## src/rtl/inv_shift_rows_ser.sv

```systemverilog
// Byte-serial (Inv)ShiftRows: assembles 16 bytes into a block and presents the
// permuted 128-bit state. A second block can be assembled while the first waits.
module inv_shift_rows_ser #(
  parameter bit INVERT = 1'b1
) (
  input  logic         clk,
  input  logic         n_rst,
  input  logic         flush,
  input  logic [7:0]   in_byte,
  input  logic         in_valid,
  output logic         in_ready,
  output logic [127:0] out_block,
  output logic         out_valid,
  input  logic         out_ready,
  output logic [4:0]   byte_cnt
);

  typedef enum logic {FILL, FULL} state_e;

  state_e       state_q, state_d;
  logic [4:0]   cnt_q, cnt_d;
  logic [127:0] asm_q, asm_d;
  logic [127:0] out_block_q, out_block_d;
  logic         out_valid_q, out_valid_d;

  logic         in_xfer;
  logic         out_xfer;
  logic [127:0] asm_wr;
  int unsigned  wr_idx;

  // Gather form: each output byte (r,c) pulls from column (c -/+ r) mod 4 of row r.
  function automatic logic [127:0] permute(input logic [127:0] s);
    logic [127:0] p;
    int unsigned  src_c;
    p = '0;
    for (int unsigned c = 0; c < 4; c++) begin
      for (int unsigned r = 0; r < 4; r++) begin
        src_c = INVERT ? ((c + 4 - r) % 4) : ((c + r) % 4);
        p[127 - 8*(4*c + r) -: 8] = s[127 - 8*(4*src_c + r) -: 8];
      end
    end
    return p;
  endfunction

  always_comb begin
    state_d     = state_q;
    cnt_d       = cnt_q;
    asm_d       = asm_q;
    out_block_d = out_block_q;
    out_valid_d = out_valid_q;

    in_xfer  = in_valid && (state_q == FILL);
    out_xfer = out_valid_q && out_ready;

    wr_idx = {28'd0, cnt_q[3:0]};
    asm_wr = asm_q;
    asm_wr[127 - 8*wr_idx -: 8] = in_byte;

    if (out_xfer) begin
      out_valid_d = 1'b0;
    end

    if (flush) begin
      state_d     = FILL;
      cnt_d       = '0;
      asm_d       = '0;
      out_valid_d = 1'b0;
    end else begin
      case (state_q)
        FILL: begin
          if (in_xfer) begin
            if (cnt_q == 5'd15) begin
              if (!out_valid_q || out_ready) begin
                out_block_d = permute(asm_wr);
                out_valid_d = 1'b1;
                cnt_d       = '0;
              end else begin
                asm_d   = asm_wr;
                cnt_d   = 5'd16;
                state_d = FULL;
              end
            end else begin
              asm_d = asm_wr;
              cnt_d = cnt_q + 5'd1;
            end
          end
        end
        FULL: begin
          // out_valid is always set here, so out_ready alone marks the transfer.
          if (out_xfer) begin
            out_block_d = permute(asm_q);
            out_valid_d = 1'b1;
            cnt_d       = '0;
            state_d     = FILL;
          end
        end
        default: state_d = FILL;
      endcase
    end
  end

  always_ff @(posedge clk or negedge n_rst) begin
    if (!n_rst) begin
      state_q     <= FILL;
      cnt_q       <= '0;
      asm_q       <= '0;
      out_block_q <= '0;
      out_valid_q <= 1'b0;
    end else begin
      state_q     <= state_d;
      cnt_q       <= cnt_d;
      asm_q       <= asm_d;
      out_block_q <= out_block_d;
      out_valid_q <= out_valid_d;
    end
  end

  assign in_ready  = (state_q == FILL);
  assign byte_cnt  = cnt_q;
  assign out_block = out_block_q;
  assign out_valid = out_valid_q;

endmodule

```

## config.mk

```make
export PLATFORM = sky130hd
export DESIGN_NAME = inv_shift_rows_ser
export DESIGN_NICKNAME = d
export VERILOG_FILES = /design/src/rtl/inv_shift_rows_ser.sv
export SDC_FILE = /design/constraint.sdc
export NUM_CORES = 1
export LEC_CHECK = 0
export ABC_CLOCK_PERIOD_IN_PS = 4200
export CAP_MARGIN = 15
export CORE_MARGIN = 8
export CORE_UTILIZATION = 50
export CTS_CLUSTER_SIZE = 28
export DETAILED_ROUTE_END_ITERATION = 16
export HOLD_SLACK_MARGIN = 0.15
export PLACE_DENSITY = 0.73
export SYNTH_ARGS = -nofsm -noshare
export SYNTH_HDL_FRONTEND = slang
export SYNTH_SLANG_ARGS = --single-unit
export TNS_END_PERCENT = 5
```

## constraint.sdc

```tcl
create_clock -name clk -period 4.2 [get_ports clk]
set_clock_uncertainty 0.2 [all_clocks]
set_input_delay 0.84 -clock clk [delete_from_list [all_inputs] [get_ports clk]]
set_output_delay 0.84 -clock clk [all_outputs]
set_load 0.01 [all_outputs]
```

# Word level (Yosys, flattened, before mapping)
# Cells that the tools add are included.
# word_totals
register_bits,263
in_bits,13
out_inout_bits,135
word_cells,59
# op_classes
addsub,3
n_eq_ne,9
shifts,2
mux,30
bitwise,2
n_reduce_logical,8
# op_table
operator,count
2-to-1 mux 128 bit,9
case mux 128 bit (2 select lines),1
variable shift 8 x 34 -> 135 bit (first input constant),1
variable part select 8 x 34 -> 135 bit,1
bitwise mux 128 bit,1
negator 32 -> 34 bit,1
2-to-1 mux 5 bit,5
2-to-1 mux 1 bit,11
case mux 5 bit (2 select lines),1
inequality test 2 x 1 -> 1 bit (second input constant),4
subtractor 7 x 7 -> 8 bit (first input constant),1
inequality test 3 x 2 -> 1 bit (second input constant),2
adder 5 x 1 -> 5 bit (second input constant),1
equality test 5 x 4 -> 1 bit (second input constant),1
AND reduction 5 bit,1
case mux 1 bit (2 select lines),2
inequality test 3 bit (second input constant),1
AND reduction 3 bit,1
logical AND 1 bit,2
inequality test 2 bit (second input constant),1
NOT 1 bit,2
AND reduction 2 bit,1
nonzero test 2 bit,1
logical NOT 1 bit,1
logical OR 1 bit,1

# Depth between registers and ports, before layout
# depth
depth_word,9
ltp_mapped,10
mapped_depth_nobuf,6

# Least setup slack after synthesis
# Ideal clock, no wire load.
# synth_timing
path_kind,register -> register
from,"register cnt_q[0], in the netlist byte_cnt[0]"
to,"register out_block_q[107], in the netlist out_block[107]"
setup_time_ns,0.127
arrival_time_ns,2.120
required_ns,3.873
path_slack_ns,1.753
path_stages_with_launch,9
path_buffers,3
period_less_slack_ns,2.447
cell_sequence,dfrtp_1 -> ha_1 -> and4b_1 -> buf_2 -> a21oi_1 -> or3_1 -> buf_2 -> buf_6 -> mux2_1
# synth_via
elab_chain_len,8
word_cells_on_any_way,12
cone_classes,add/sub: 2; eq/ne: 2; shift: 2; mux: 5; reduce/logical: 1
# synth_lines
element,line_no,source
start: declaration,21,"logic [4:0] cnt_q, cnt_d;"
start signal: assignment,111,cnt_q <= cnt_d;
subtractor 7 x 7 -> 8 bit,57,asm_wr[127 - 8*wr_idx -: 8] = in_byte;
negator 32 -> 34 bit,57,
variable part select 8 x 34 -> 135 bit or variable shift 8 x 34 -> 135 bit (tied branches),57,
bitwise mux 128 bit,57,
2-to-1 mux 128 bit,73,if (!out_valid_q || out_ready) begin
2-to-1 mux 128 bit,72,if (cnt_q == 5'd15) begin
2-to-1 mux 128 bit,71,if (in_xfer) begin
case mux 128 bit (2 select lines),69,case (state_q)
end signal: assignment,113,out_block_q <= out_block_d;
end: declaration,23,"logic [127:0] out_block_q, out_block_d;"
# Parallel ways exist; a longest one is shown, timed or not. The select of a mux whose other input is x is not followed.
# A chain may end at the register's enable or synchronous reset.

# Worst setup path after layout
# layout_timing
from,register state_q
to,output in_ready
# layout_via
elab_chain_len,1
# layout_lines
element,line_no,source
start: declaration,20,"state_e state_q, state_d;"
start signal: assignment,110,state_q <= state_d;
NOT 1 bit,n/a,
end: declaration,11,"output logic in_ready,"
# Every way passes these cells.

==> results by group <==
Yosys
  – Mux share of post-synthesis cell area: approximately an eighth
  – Simple-gate share of the synthesized area: 10.4%
  – Post-synthesis compound-gate area fraction: between 15 and 20%
  – Mapped Nets: 1067
  – Register area share after synthesis: 56.7%
  – Seq cells post-synth: 263
  – Main synth FF type: dfrtp_1
  – Async set-reset flop share out of synthesis: 100%
  – Post-Synth Adder-Cell Area: 0.647%
  – Post-synth top area share: 56.7%
  – Mapped cell area: approximately 0.012 mm^2
  – Warnings from Yosys: 0
  – Synth area leader: dfrtp_1
  – Gate count of the mapped netlist: 1048
  – Largest family of logic cells by synthesized area: compound AO/OA/AOI/OAI gates
  – Avg Inst Size Synth: 11.1 um^2
  – Most area-consuming cells after synthesis: dfrtp_1 57%, mux2_1 12%, o21ai_0 7.2%
  – Yosys cell types: 40
  – EDFF count, synth: 0
  – Post-synthesis xor/xnor area fraction: 0%

Setup path
  – Worst setup path class: flip-flop to output pin
  – Reg-to-Reg End: out_block[17]
  – Critical Path RT: between 3 and 4 ns
  – R2R cell count: 5
  – Reg2Reg Setup Slack: around 1.2 ns
  – Worst setup SP type: flip-flop
  – CP Max Fanout: 25
  – CP Capture Type: output pin
  – Worst reg2reg startpoint: byte_cnt[2]
  – CP arrival: 2.18 ns

Clocking
  – Total CTS buffers: 28
  – CTS Sinks: 263
  – Clock root buffer: clkbuf_16
  – CTS tree: built
  – # Post-CTS Setup Buffers: 0
  – Longest Clk Path Bufs: 3
  – Hold-fix buffers, CTS: 0
  – CTS clk-pin slew, worst paths: 0.06 ns
  – Clock Latency Late Sink: 0.53 ns
  – H-tree levels: 1
  – Cts repair resizes: 0

Drt
  – DR WL/cell: 20.5 um
  – Routed WL: 30000 um
  – Drc violations: 0
  – Drt initial violations: 837
  – Drt pass-1 iters: 6
  – Via count: between 8k and 9k
  – Final ANT Viol Nets: 0
  – Via density per instance: 5.92

Pwr
  – PwrDens: 383 mW/mm^2
  – Peak supply drop: around 0.26 mV
  – Lkg Pwr: roughly 6.3 nW
  – Design Power: 5.39 mW

STA
  – Fmax: 0.310 GHz
  – Final hold vios: 0
  – Final period util: 76.7%
  – RSZ-0062 raised after global routing: no
  – Clock period minus worst slack: around 3.2 ns
  – Rel. slew slack: 30.9%
  – TNS Setup: 0 ns
  – Slew Limit Fails: 0
  – Final-report setup violation count: 0
  – Worst-margin pin slew: roughly 1.0 ns

Layout
  – Layout cells sized above 1: 5.53%
  – Layout area overhead: 21.3%
  – Antenna Diode Count: 0
  – Most common cell after layout, fill and taps aside: dfrtp_1
  – Nets: 1175
  – Most frequent cells in the layout: 263 x dfrtp_1, 222 x nand2_1, 167 x o21ai_0, 146 x clkdlybuf4s50_1, 125 x mux2_1

Placement
  – Placer Congestion: 0.836
  – Hpwl dp: 19900 um
  – IO Port Bufs: 147

Die
  – Die H: 168 um
  – Starting Density: between 50% and 60%
  – Die area: ~0.028 mm^2
  – Die W: 168 um
  – Rows: 55
  – Core Region: 0.0227 mm^2
  – # IOs: 148

Run status
  – Outcome: finished, final reports clean

Run
  – # Max-Cap Violations: 0

Min path
  – HP Class: primary input to asynchronous set/reset pin

Global routing
  – Global Route Usage Sum: 20.8%
  – Largest net degree at the start of global routing: 95
  – First-pass GRT wire length: slightly below 50000 um
  – Initial antenna violation count: 0
  – Vias in the first global route: slightly below 9k
  – Grt total ovfl: 0
==> kinds of logic after synthesis <==
kind of cell    after synthesis
flops                       263
simple gates                274
compound gates              288
mux                         128
fa+ha+maj                     6
buf+inv                      89
==> worst max path at each step <==
| stage | start | to | slack [ns] | cells after the start |
|---|---|---|---|---|
| after floorplan | byte_cnt[0] | out_block[107] | 1.75 | 8 |
| after global placement | out_ready | out_block[127] | 0.90 | 6 |
| after detailed placement | flush | out_block[127] | 0.86 | 4 |
| after CTS | state_q | in_ready | 1.00 | 2 |
| after global routing | state_q | in_ready | 0.87 | 2 |
| final | state_q | in_ready | 0.98 | 2 |
==> synth_stat cells (all sizes together) (2+ instances only) <==
cell type  instances
a21oi              4
a311oi             2
a31oi             14
a32o              56
a41oi              2
and3               8
buf               29
clkbuf            54
dfrtp            263
ha                 6
inv                6
mux2             128
nand2            222
nand3              9
nand3b             2
nand4b             3
nand4bb            6
nor2               3
nor2b              5
nor3b              2
o21ai            183
o2bb2ai           24
or3b               3
or4b               3
==> state kept, by name, indices dropped and copies added (netlist names) <==
| register | count |
|---|---|
| state_q | 1 |
| out_block | 128 |
| byte_cnt | 5 |
| asm_q | 128 |
| out_valid | 1 |
==> where the power goes <==
part | internal [mW] | total [mW] | switching (mW)
sequential | 2.55 | 2.57 | 0.0196
combinational | 0.0745 | 0.320 | 0.246
clock | 1.53 | 2.50 | 0.972
total | 4.15 | 5.39 | 1.24
==> final cells by class <==
| class | count | area (um^2) |
|---|---|---|
| Clock buffer | 40 | 817 |
| Inverter | 6 | 22.5 |
| Fill cell | 1856 | 8630 |
| Tap cell | 285 | 357 |
| Multi-Input combinational cell | 696 | 4590 |
| Clock inverter | 10 | 125 |
| Timing Repair Buffer | 161 | 1590 |
| Sequential cell | 263 | 6580 |
==> stage by stage <==
stage | utilization (%) | setup slack, ns | instances | area (um^2) | hold WS (ns)
2_1_floorplan | - | 1.75 | 1048 | 11600 | 0.250
3_3_place_gp | 57.9 | 0.904 | 1411 | 13100 | 0.260
3_5_place_dp | 57.9 | 0.855 | 1411 | 13100 | 0.270
4_1_cts | 62.0 | 1.00 | 1461 | 14100 | 0.159
5_1_grt | 62.0 | 0.871 | 1461 | 14100 | 0.192
6_report | 62.0 | 0.977 | 1461 | 14100 | 0.133
==> worst max-delay path: stages, from the launching register on <==
cell             delay, ns
dfrtp_1               0.84
inv_1                 0.24
clkdlybuf4s50_1       0.57
==> per-layer routing <==
metal,vias to the layer above,GRT usage [%],part of all wire (%)
li1,3983,-,-
met1,4263,29.6,46
met2,352,31.2,44
met3,44,5.29,8.4
met4,0,5.43,1.8
met5,-,0,0
Power figures use the tool's default switching activity.
==> RTL edit: new RTL, config.mk and constraints unchanged <==
Change the parameter `INVERT` from 1'b1 to 1'b0.
--- a/src/rtl/inv_shift_rows_ser.sv
+++ b/src/rtl/inv_shift_rows_ser.sv
@@ -1,7 +1,7 @@
 // Byte-serial (Inv)ShiftRows: assembles 16 bytes into a block and presents the
 // permuted 128-bit state. A second block can be assembled while the first waits.
 module inv_shift_rows_ser #(
-  parameter bit INVERT = 1'b1
+  parameter bit INVERT = 1'b0
 ) (
   input  logic         clk,
   input  logic         n_rst,
Function: not settled (the Yosys comparison gave no result); the edit may change what the design does.
==> RTL edit against the original RTL <==
  * Synthesized area rose by 0.18%
  * Wire length barely moved
  * Power rose by 4.9%
  * Sequential cell count did not move
  * First-iteration DRC count fell by 6.5%
  * Cell area rose by 1.2%
  * Critical path type unchanged
  * Worst setup slack improved by 0.018 ns
==> RTL edit: results (changes against the original RTL) <==
- The run finished with clean final reports.
- Ranked by instance count, the synthesized netlist is headed by 263 x dfrtp_1, 222 x nand2_1, 181 x o21ai_0, 120 x mux2_1, 56 x a32o_1.
- The post-place instance area is 13,180 µm² (+0.28%).
- The measured slew at the worst slew-check pin was 0.9756 ns (-0.05818 ns).
- The number of nets at the end of the flow came to 1,177 (+0.17%).
- The worst reg-to-reg setup slack is 0.99 ns (-0.16 ns).
- The amount of wire on met3 after detailed routing was 2690 µm (+7.2%).
- The post-placement cell count came to 1,417 (+0.43%).
- The HPWL after detailed placement is 19,860 µm (-0.28%).
- The minimum clock period after layout was 3.205 ns (-0.01786 ns).
- The met2 wire length is 13,970 µm (+6.0%).
- The detailed-route vias per instance is 5.881 (-0.58%).
- The total routing resource utilization after global routing is 21.03% (+0.25 points).
- By area the synthesized netlist is led by dfrtp_1 57%, mux2_1 12%, o21ai_0 7.8%.
- The weighted congestion reported at the end of routability-driven placement was 0.8220 (-1.6%).
- The number of fill cells in the layout is 1,871 (+0.81%).
- The filler-free cell count of the finished design is 1,470 (+0.62%).
- The pin count of the biggest net entering global routing is 115 (+21%).
- The met1 layer wirelength in the final routing is 12,720 µm (-7.4%).
- The first-pass iteration count of the detailed router is 5 (-1).
- The worst hold slack came to 0.1913 ns (+0.05856 ns).
- The worst slack at placement is 0.5254 ns (-0.3299 ns).
- The wire length per cell after detailed routing is 20.38 µm (-0.69%).
- The post-synthesis average cell area is 11.10 µm² (+0.18%).
- The count of distinct cell types in the synthesized netlist is 44 (+10%).
- The global-route wire length before repair is 48,510 µm (+0.67%).
- The iteration-0 DRC count of the detailed router is 783 (-6.5%).
RTL edit: where the power goes:
part           switching, mW  internal, mW
sequential            0.0185          2.55
combinational          0.245        0.0754
clock                   1.02          1.75
total                   1.28          4.37
RTL edit: metal layers:
layer  vias to the layer above  track usage [%]
met2                       366            33.66
met4                         0            5.202
li1                       3974                -
met3                        46            5.241
met5                         -                0
met1                      4259            28.39
RTL edit: logic make-up after synthesis:
| family | count (synthesis) | synth area share, % |
|---|---|---|
| compound gates | 288 | 16.03 |
| simple gates | 274 | 10.38 |
| flops | 263 | 56.58 |
| mux | 128 | 12.39 |
| buf+inv | 89 | 3.969 |
| fa+ha+maj | 6 | 0.6454 |
RTL edit: cell type report:
| cell class | count | area, µm² | area share [%] |
|---|---|---|---|
| flip-flops and latches | 263 | 6581 | 46.20 |
| clock buffers | 37 | 825.8 | 5.797 |
| clock inverters | 15 | 236.5 | 1.660 |
| inverters | 6 | 22.52 | 0.1581 |
| repair buffers | 163 | 1622 | 11.38 |
| well taps | 290 | 362.8 | 2.547 |
| multi-input cells | 696 | 4596 | 32.26 |
RTL edit: worst paths after layout:
check                                        start  depth (start not counted)                         to
min in group clk             asm_q[87]$_DFFE_PN0P_                          2      asm_q[87]$_DFFE_PN0P_
min reg2reg                  asm_q[87]$_DFFE_PN0P_                          2      asm_q[87]$_DFFE_PN0P_
max in group asynchronous                    n_rst                          2  out_block[38]$_DFFE_PN0P_
max reg2reg                byte_cnt[2]$_DFFE_PN0P_                          5  out_block[28]$_DFFE_PN0P_
max                              state_q$_DFF_PN0_                          2                   in_ready
min                                          n_rst                          1  out_block[88]$_DFFE_PN0P_
RTL edit: worst max-delay path, delay by kind of cell (launching register included):
family   cells  cell delay [ns]
buf+inv      2             0.80
flops        1             0.83
